<file path="src/rtl/uart_pkg.sv">
// Shared UART definitions: transmit FSM state encoding, frame line levels
// and the parity helper used when building frames.
package uart_pkg;

    // Transmit FSM states; PARITY is only entered when parity is compiled in.
    typedef enum logic [2:0] {
        IDLE   = 3'd0,
        START  = 3'd1,
        DATA   = 3'd2,
        PARITY = 3'd3,
        STOP   = 3'd4
    } tx_state_t;

    // Line levels for the framing bits; the idle line sits at STOP_BIT.
    localparam logic START_BIT = 1'b0;
    localparam logic STOP_BIT  = 1'b1;

    // Parity over the data bits; odd=1 selects odd parity.
    // Callers zero-extend their data, which leaves the XOR reduction unchanged.
    function automatic logic parity_bit(input logic [63:0] data, input logic odd);
        return (^data) ^ odd;
    endfunction

endpackage

</file>
<file path="src/rtl/uart_tx_buffer.sv">
// Synchronous TX byte buffer: filled by the host, drained by the serializer.
// Pointers wrap modulo depth; count is one bit wider than the pointers so
// full and empty are distinguishable. Flags are registered from the next count.
// Overflow is sticky until reset and records a write dropped while full.
module uart_tx_buffer
    import uart_pkg::*;
#(
    parameter int DATA_BITS  = 8,
    parameter int FIFO_WIDTH = 2
) (
    input  logic                 clk,
    input  logic                 rst_n,
    input  logic [DATA_BITS-1:0] wr_data,
    input  logic                 wr_en,
    input  logic                 rd_en,
    output logic [DATA_BITS-1:0] rd_data,
    output logic                 empty,
    output logic                 full,
    output logic                 overflow
);

    localparam int DEPTH = 1 << FIFO_WIDTH;
    localparam logic [FIFO_WIDTH:0] COUNT_FULL = (FIFO_WIDTH + 1)'(DEPTH);
    localparam logic [FIFO_WIDTH:0] COUNT_ONE  = (FIFO_WIDTH + 1)'(1);

    logic [DATA_BITS-1:0]  mem [DEPTH];
    logic [FIFO_WIDTH-1:0] wr_ptr;
    logic [FIFO_WIDTH-1:0] rd_ptr;
    logic [FIFO_WIDTH:0]   count;
    logic [FIFO_WIDTH:0]   count_next;
    logic                  do_wr;
    logic                  do_rd;

    assign rd_data = mem[rd_ptr];

    // Accept/pop decisions; a pop in the same cycle frees a slot for a write when full.
    always_comb begin
        do_rd      = rd_en && (count != '0);
        do_wr      = wr_en && ((count != COUNT_FULL) || do_rd);
        count_next = count;
        if (do_wr && !do_rd) begin
            count_next = count + COUNT_ONE;
        end else if (!do_wr && do_rd) begin
            count_next = count - COUNT_ONE;
        end
    end

    // Pointer, count and flag registers.
    always_ff @(posedge clk or negedge rst_n) begin
        if (!rst_n) begin
            wr_ptr   <= '0;
            rd_ptr   <= '0;
            count    <= '0;
            empty    <= 1'b1;
            full     <= 1'b0;
            overflow <= 1'b0;
        end else begin
            if (do_wr) begin
                wr_ptr <= wr_ptr + 1'b1;
            end
            if (do_rd) begin
                rd_ptr <= rd_ptr + 1'b1;
            end
            count    <= count_next;
            empty    <= (count_next == '0);
            full     <= (count_next == COUNT_FULL);
            overflow <= overflow | (wr_en && !do_wr);
        end
    end

    // Storage array; contents need no reset because the pointers define validity.
    always_ff @(posedge clk) begin
        if (do_wr) begin
            mem[wr_ptr] <= wr_data;
        end
    end

endmodule

</file>
<file path="src/rtl/uart_tx_serializer.sv">
// UART transmit path: host bytes go into uart_tx_buffer and are serialized
// LSB-first as start/data/[parity]/stop frames, CLKS_PER_BIT clocks per bit.
// Define UART_TX_PARITY_EN to insert a parity bit after the data bits.
// All outputs are registered. tx_state exposes the FSM state for observation.
//
// Handshake: Load_Data is a one-cycle strobe qualified by !BIST_Mode; there is
// no ready - a strobe while the buffer is full (and no pop that cycle) is
// dropped and latches FIFO_Overflow.
module uart_tx_serializer
    import uart_pkg::*;
#(
    parameter int DATA_BITS    = 8,
    parameter int FIFO_WIDTH   = 2,
    parameter int CLKS_PER_BIT = 16,
    parameter int PARITY_ODD   = 0
) (
    input  logic                 clk,
    input  logic                 rst_n,
    input  logic [DATA_BITS-1:0] Tx_Data,
    input  logic                 Load_Data,
    input  logic                 BIST_Mode,
    output logic                 Tx_Out,
    output logic                 Tx_Busy,
    output logic                 FIFO_Empty,
    output logic                 FIFO_Full,
    output logic                 FIFO_Overflow,
    output tx_state_t            tx_state
);

    localparam int TW    = $clog2(CLKS_PER_BIT);
    localparam int IDX_W = (DATA_BITS > 1) ? $clog2(DATA_BITS) : 1;
    localparam logic [TW-1:0]    TIMER_LAST = TW'(CLKS_PER_BIT - 1);
    localparam logic [TW-1:0]    TIMER_ONE  = TW'(1);
    localparam logic [IDX_W-1:0] IDX_LAST   = IDX_W'(DATA_BITS - 1);
    localparam logic [IDX_W-1:0] IDX_ONE    = IDX_W'(1);
    localparam logic             ODD        = (PARITY_ODD != 0);

`ifdef UART_TX_PARITY_EN
    localparam tx_state_t AFTER_DATA = PARITY;
`else
    localparam tx_state_t AFTER_DATA = STOP;
`endif

    tx_state_t            state;
    tx_state_t            state_next;
    logic [TW-1:0]        timer;
    logic [TW-1:0]        timer_next;
    logic [IDX_W-1:0]     bit_idx;
    logic [IDX_W-1:0]     bit_idx_next;
    logic [DATA_BITS-1:0] shift;
    logic [DATA_BITS-1:0] shift_next;
    logic                 par;
    logic                 par_next;
    logic                 tx_out_next;
    logic                 busy_next;
    logic                 pop;
    logic                 can_pop;
    logic                 bit_last;
    logic [DATA_BITS-1:0] rd_data;
    logic                 buf_empty;

    uart_tx_buffer #(
        .DATA_BITS (DATA_BITS),
        .FIFO_WIDTH(FIFO_WIDTH)
    ) u_buffer (
        .clk     (clk),
        .rst_n   (rst_n),
        .wr_data (Tx_Data),
        .wr_en   (Load_Data && !BIST_Mode),
        .rd_en   (pop),
        .rd_data (rd_data),
        .empty   (buf_empty),
        .full    (FIFO_Full),
        .overflow(FIFO_Overflow)
    );

    assign FIFO_Empty = buf_empty;
    assign tx_state   = state;

    // Next-state, bit timing and shift control; the line level is decoded from the next state.
    always_comb begin
        state_next   = state;
        timer_next   = timer;
        bit_idx_next = bit_idx;
        shift_next   = shift;
        par_next     = par;
        pop          = 1'b0;
        can_pop      = !buf_empty && !BIST_Mode;
        bit_last     = (timer == TIMER_LAST);

        case (state)
            IDLE: begin
                if (can_pop) begin
                    pop        = 1'b1;
                    state_next = START;
                    timer_next = '0;
                    shift_next = rd_data;
                    par_next   = parity_bit(64'(rd_data), ODD);
                end
            end
            START: begin
                if (bit_last) begin
                    state_next   = DATA;
                    timer_next   = '0;
                    bit_idx_next = '0;
                end else begin
                    timer_next = timer + TIMER_ONE;
                end
            end
            DATA: begin
                if (bit_last) begin
                    timer_next = '0;
                    if (bit_idx == IDX_LAST) begin
                        state_next = AFTER_DATA;
                    end else begin
                        bit_idx_next = bit_idx + IDX_ONE;
                        shift_next   = shift >> 1;
                    end
                end else begin
                    timer_next = timer + TIMER_ONE;
                end
            end
            PARITY: begin
                if (bit_last) begin
                    state_next = STOP;
                    timer_next = '0;
                end else begin
                    timer_next = timer + TIMER_ONE;
                end
            end
            STOP: begin
                if (bit_last) begin
                    timer_next = '0;
                    // Back-to-back frames: the next start bit follows the stop bit directly.
                    if (can_pop) begin
                        pop        = 1'b1;
                        state_next = START;
                        shift_next = rd_data;
                        par_next   = parity_bit(64'(rd_data), ODD);
                    end else begin
                        state_next = IDLE;
                    end
                end else begin
                    timer_next = timer + TIMER_ONE;
                end
            end
            default: begin
                state_next = IDLE;
                timer_next = '0;
            end
        endcase

        case (state_next)
            START:   tx_out_next = START_BIT;
            DATA:    tx_out_next = shift_next[0];
            PARITY:  tx_out_next = par_next;
            default: tx_out_next = STOP_BIT;
        endcase
        busy_next = (state_next != IDLE);
    end

    // FSM, timer, shift register and registered line outputs.
    always_ff @(posedge clk or negedge rst_n) begin
        if (!rst_n) begin
            state   <= IDLE;
            timer   <= '0;
            bit_idx <= '0;
            shift   <= '0;
            par     <= 1'b0;
            Tx_Out  <= STOP_BIT;
            Tx_Busy <= 1'b0;
        end else begin
            state   <= state_next;
            timer   <= timer_next;
            bit_idx <= bit_idx_next;
            shift   <= shift_next;
            par     <= par_next;
            Tx_Out  <= tx_out_next;
            Tx_Busy <= busy_next;
        end
    end

endmodule

</file>
<file path="config.mk">
export PLATFORM = sky130hd
export DESIGN_NAME = uart_tx_serializer
export DESIGN_NICKNAME = d
export VERILOG_FILES = /design/src/rtl/uart_pkg.sv /design/src/rtl/uart_tx_buffer.sv /design/src/rtl/uart_tx_serializer.sv
export SDC_FILE = /design/constraint.sdc
export NUM_CORES = 1
export LEC_CHECK = 0
export ABC_CLOCK_PERIOD_IN_PS = 3200
export CORE_MARGIN = 4
export CORE_UTILIZATION = 30
export DETAILED_ROUTE_END_ITERATION = 16
export GPL_ROUTABILITY_DRIVEN = 0
export SYNTH_ARGS = -nofsm -noshare
export SYNTH_HDL_FRONTEND = slang
export SYNTH_HIERARCHICAL = 1
export SYNTH_SLANG_ARGS = --single-unit
</file>
<file path="constraint.sdc">
create_clock -name clk -period 3.2 [get_ports clk]
set_clock_uncertainty 0.2 [all_clocks]
set_input_delay 0.64 -clock clk [delete_from_list [all_inputs] [get_ports clk]]
set_output_delay 0.64 -clock clk [all_outputs]
set_load 0.05 [all_outputs]
</file>
After elaboration in Yosys (flattened, before gate mapping)
Memory sizes are Yosys's and may differ from the RTL's.
Cells that the tools add are included.
Storage, ports and cells
  memories kept: 1
  word-level logic and storage cells: 91
  bits in writable memories: 32
  register bits after elaboration: 31
  output and inout bits: 8
  input bits: 12
Memories
  u_buffer.mem: words 4, width 8, read ports 1, clocked after memory_dff 0, write ports 1, line uart_tx_buffer.sv:26  | logic [DATA_BITS-1:0] mem [DEPTH];
Cells by class
  eq/ne operators: 16
  bitwise gates (word level): 1
  reduce and logical (&&, ||, !) cells: 22
  muxes and demuxes: 31
  $add $sub $neg: 6
Operators by type and width (number)
  64-bit parity: 1
  3-bit two-way mux: 11
  8-bit two-way mux: 4
  8-bit one-hot mux with 3 select lines: 1
  3-bit one-hot mux with 5 select lines: 1
  3-bit by 2-bit equality test with 1-bit output (second input constant): 4
  2-bit != test (second input constant): 5
  3-bit equality test (second input constant): 3
  3-bit nonzero test: 3
  4-bit two-way mux: 2
  4-bit one-hot mux with 2 select lines: 1
  4-bit AND reduction: 2
  1-bit logical AND: 7
  1-bit two-way mux: 7
  3-bit by 1-bit adder with 3-bit output (second input constant): 2
  3-bit by 1-bit equality test with 1-bit output (second input constant): 2
  3-bit logical NOT: 2
  3-bit one-hot mux with 2 select lines: 1
  2-bit by 1-bit adder with 2-bit output (second input constant): 2
  4-bit by 1-bit adder with 4-bit output (second input constant): 1
  4-bit equality test (second input constant): 1
  1-bit logical NOT: 4
  1-bit one-hot mux with 2 select lines: 2
  4-bit OR reduction: 1
  other kinds (6): 6

Longest topological paths before layout
  depth in word-level cells: 13
  depth in mapped cells: 10
  mapped depth without buffers: 8

Cells and area by module
The synthesis kept the hierarchy.
Modules (own cells, without submodules)
  uart_tx_buffer: times used 1, sequential area each 1212.4 µm², area an instance 1824.2 µm², cells an instance 107
  uart_tx_serializer: times used 1, sequential area each 526.8 µm², area an instance 1204.9 µm², cells an instance 122

Worst setup path before layout
No wires, ideal clock.
  path kind: reg-to-reg
  start point: register state[0] (netlist: tx_state[0])
  end point: memory u_buffer.mem[0][0] (enable)
  arrival time: 2.129 ns
  setup slack: 0.539 ns
  cell stages (with the launch flop): 7
  setup time: 0.332 ns
  data required time: 2.668 ns
  cells stage by stage: dfrtp_1 -> or4_4 -> a21o_4 -> clkinv_4 -> buf_4 -> nand3b_1 -> and3_1
Between the ends
  word-level cells in the longest chain between the ends: 7
  elaborated cells on any way between the ends: 8
  those cells by class: 1 x eq/ne; 3 x mux; 4 x reduce/logical
RTL lines
  from (decl): line uart_tx_serializer.sv:44  | tx_state_t state;
  from (signal assigned): line uart_tx_serializer.sv:173  | state <= state_next;
  3-bit equality test / 3-bit logical NOT (equally long branches): line uart_tx_serializer.sv:91  | case (state)
  1-bit one-hot mux with 2 select lines (*): line uart_tx_serializer.sv:91
  named net pop: line uart_tx_serializer.sv:56  | logic pop;
  1-bit logical AND (*): line uart_tx_buffer.sv:38  | do_rd = rd_en && (count != '0);
  1-bit logical OR (*): line uart_tx_buffer.sv:39  | do_wr = wr_en && ((count != COUNT_FULL) || do_rd);
  1-bit logical AND (*): line uart_tx_buffer.sv:39
  1-bit two-way mux (*): line uart_tx_buffer.sv:73  | if (do_wr) begin
  1-bit two-way mux (not written as such) (*): line uart_tx_buffer.sv:74  | mem[wr_ptr] <= wr_data;
  to (decl): line uart_tx_buffer.sv:26
The timed path passes the listed nets; every way through them passes the cells marked *.

Final worst setup path
  start point: input BIST_Mode
  end point: memory u_buffer.mem[1][2] (enable)
Between the ends
  word-level cells in the longest chain between the ends: 10
  elaborated cells on any way between the ends: 11
  those cells by class: 5 x mux; 6 x reduce/logical
RTL lines
  from (decl): line uart_tx_serializer.sv:21  | input logic BIST_Mode,
  1-bit logical NOT (*): line uart_tx_serializer.sv:88  | can_pop = !buf_empty && !BIST_Mode;
  1-bit logical AND (*): line uart_tx_serializer.sv:88
  1-bit two-way mux (*): line uart_tx_serializer.sv:93, uart_tx_serializer.sv:135
  1-bit two-way mux: line uart_tx_serializer.sv:132  | if (bit_last) begin
  1-bit one-hot mux with 2 select lines (*): line uart_tx_serializer.sv:91
  named net pop: line uart_tx_serializer.sv:56
  1-bit logical AND (*): line uart_tx_buffer.sv:38
  1-bit logical OR (*): line uart_tx_buffer.sv:39
  1-bit logical AND (*): line uart_tx_buffer.sv:39
  1-bit two-way mux (*): line uart_tx_buffer.sv:73
  1-bit two-way mux (not written as such) (*): line uart_tx_buffer.sv:74
Marked as above.

==> run_results.csv <==
group,metric,value,unit
clock_network,cts_sinks,63,
synth,yosysSeqAreaShare,57.4,%
synth,synth_area_leaders,"edfxtp_1 32%, dfrtp_1 24%, mux4_2 5.9%",
power,total_power,3.42,mW
clock_network,clk_path_buf_depth,2,
synth,yosysMostFrequentCell,"edfxtp_1",
synth,synthTopCellsByCount,"32 x edfxtp_1, 29 x dfrtp_1, 12 x inv_1, 12 x xnor2_1",
power,power.density,946,nW/µm²
global_route,grt_antenna_before_repair,0,
synth,ys.flop_type,"edfxtp_1",
sta,final-max-slew-violation-count,0,
synth,synth.distinct_cells,57,
die,design.die.area,11800,µm²
power,combPwrFrac,39.0,%
setup_path,r2r_end,"u_buffer/mem[1][2]$_DFFE_PP_",
placed_design,dp_slack,0.0575,ns
setup_path,ff2ff_path_depth,5,
die,start_util,30.8,%
final_layout,layout.nets,278,
synth,synth_top_area_share,31.7,%
synth,synth_top_area_cell,"edfxtp_1",
synth,ys_ff_latch,63,
clock_network,clkTransAtPathRegs,0.06,ns
power,p_int,2.24,mW
power,p_seq_share,37.3,%
die,core,9820,µm²
hold_path,min_to,"u_buffer/overflow$_DFF_PN0_",
global_route,grt_max_degree,32,
clock_network,numCtsBuffers,9,
hold_path,min-delay-path-class,"flip-flop to flip-flop",
sta,period_needed,2.79,ns
sta,setup-violations-final,0,
power,vdd_drop_max,0.288,mV
setup_path,cp-start-kind,"primary input",
placed_design,dp_cells,378,
drt,vias,1929,
synth,yosysWarnings,6,
power,power_frac_clock,23.7,%
final_layout,design_area,3620,µm²
clock_network,holdBufCountCts,0,
placed_design,dp_hpwl,4130,µm
setup_path,arrival,2.59,ns
die,num_io_pins,20,
die,rows,36,
run,drv_cap,0,
hold_path,whs_path_depth,1,
power,power.leakage,1.37,nW
global_route,grt_pass1_wl,9780,µm
drt,remaining_drc_errors,0,
synth,netlist_instances,229,
drt,antenna_left,0,
die,die_y,108,µm
die,die_x,108,µm
drt,post_drt_wl_per_cell,14.9,µm
final_layout,syn_to_final_growth,19.4,%
clock_network,clockRootBuffer,"clkbuf_8",
outcome,status,"finished clean",
sta,tns,0,ns
drt,drtPass1Iterations,4,
drt,drt_iter0_markers,71,
final_layout,n_antenna_cell,0,
final_layout,layoutNonFillerInstCount,394,
sta,period_share,87.3,%
hold_path,min_from,"u_buffer/overflow$_DFF_PN0_",
synth,synth_nets,251,
sta,relSlewSlack,63.0,%
sta,worstMarginPinSlew,0.554,ns
synth,synthArstFlopShare,49.2,%
sta,fmax,0.358,GHz
power,p_sw_share,34.6,%
setup_path,critPathMaxFanout,11,
setup_path,path_class,"primary input to flip-flop",
clock_network,cts_tree,"built",
synth,synth-edff-count,32,
clock_network,cts.repair.resized,0,
global_route,grt.total_usage,10.9,%
drt,finalWirelength,5860,µm
setup_path,required,2.99,ns
power,p_sw,1.18,mW
setup_path,worst_r2r_startpoint,"tx_state[0]$_DFF_PN0_",
synth,synth.avg_cell_area,13.2,µm²
clock_network,postCtsSetupBuffers,0,
clock_network,clkLatencyLatePin,0.34,ns
global_route,grt_pass1_vias,1912,
placed_design,dpl-instance-area,3390,µm²
sta,rsz0062_at_grt,"false",
drt,vias_per_cell,4.90,
synth,syn_area,3030,µm²
clock_network,htreeDepth,3,
global_route,grt-ovfl-total,0,
setup_path,crit_path_end_kind,"flip-flop",
sta,hold_viol_final,0,
final_layout,drive_above_1_share,16.1,%
sta,fin_ws,0.408,ns
setup_path,r2r_setup_slack,0.72,ns
placed_design,io_buffers,19,
state kept, by name, summed over array words and instances, names as in the netlist, 2 cells and up:
| register | flops |
|---|---|
| timer | 4 |
| u_buffer/mem | 32 |
| u_buffer/wr_ptr | 2 |
| tx_state | 3 |
| u_buffer/rd_ptr | 2 |
| bit_idx | 3 |
| u_buffer/count | 3 |
| shift | 8 |
power by group through the flow:
stage               Combinational [mW]  Sequential [mW]  Clock (mW)
floorplan                        0.975             1.34           0
global placement                  1.32             1.29           0
detailed placement                1.34             1.30           0
CTS                               1.35             1.28       0.831
global route                      1.48             1.32       0.869
finish                            1.33             1.28       0.810
cells in the final DEF (no fill, tap or decap), types with 9 or more instances in the layout:
master | synthesis | layout
xnor2_1 | 12 | 12
inv_1 | 12 | 12
edfxtp_1 | 32 | 32
o21ai_0 | 9 | 9
clkdlybuf4s50_1 | 0 | 19
dfrtp_1 | 29 | 29
clkbuf_8 | 0 | 9
ha_1 | 10 | 10
nand2_1 | 10 | 10
nor2_1 | 9 | 9
how the worst max path moves through the flow:
| stage | startpoint | endpoint | slack [ns] | cells after the start |
|---|---|---|---|---|
| 3_3_place_gp | BIST_Mode | u_buffer/mem[1][1]$_DFFE_PP_ | 0.11 | 6 |
| 4_1_cts | BIST_Mode | u_buffer/mem[1][3]$_DFFE_PP_ | 0.40 | 6 |
| 5_1_grt | BIST_Mode | u_buffer/mem[1][4]$_DFFE_PP_ | 0.33 | 6 |
| 6_report | BIST_Mode | u_buffer/mem[1][2]$_DFFE_PP_ | 0.41 | 6 |
| 3_5_place_dp | BIST_Mode | u_buffer/mem[2][3]$_DFFE_PP_ | 0.06 | 6 |
| 2_1_floorplan | tx_state[0]$_DFF_PN0_ | u_buffer/mem[0][0]$_DFFE_PP_ | 0.54 | 6 |
metrics by stage:
| step | utilization, % | hold slack, ns |
|---|---|---|
| final | 36.8 | 0.268 |
| after global routing | 36.8 | 0.302 |
| after CTS | 36.8 | 0.279 |
| after detailed placement | 34.5 | 0.264 |
| after global placement | 34.5 | 0.264 |
| after floorplan | - | 0.144 |
cells by family after synthesis:
kind of cell | after synthesis | synth area share (%)
DFF | 63 | 57.4
and+or+nand+nor | 56 | 10.5
AOI/OAI and AO/OA | 51 | 12.7
buffers and inverters | 24 | 3.72
xor gates and xnor gates | 13 | 3.76
muxes | 12 | 7.77
adders and majority gates | 10 | 4.13
worst max-delay path, stage by stage:
cell and delay (ns):
clkdlybuf4s50_1 0.43, or4_4 0.53, a21o_4 0.24, clkinv_4 0.10
nand3b_1 0.20, and3_1 0.44
routing by layer:
layer	share of wire, %	vias up	GRT usage, %
met5	0	-	0
met3	5.9	10	4.12
met2	44	41	16.1
met4	1.2	0	3.52
li1	-	922	-
met1	48	956	14.7
layout make-up:
class	count	area, µm²
multi-input cells	142	1180
repair buffers	27	250
fillers	986	6200
clock inverters	4	95.1
well taps	133	166
inverters	13	53.8
clock buffers	12	135
flip-flops and latches	63	1740
Note: power is estimated with default switching activity, not from simulation.
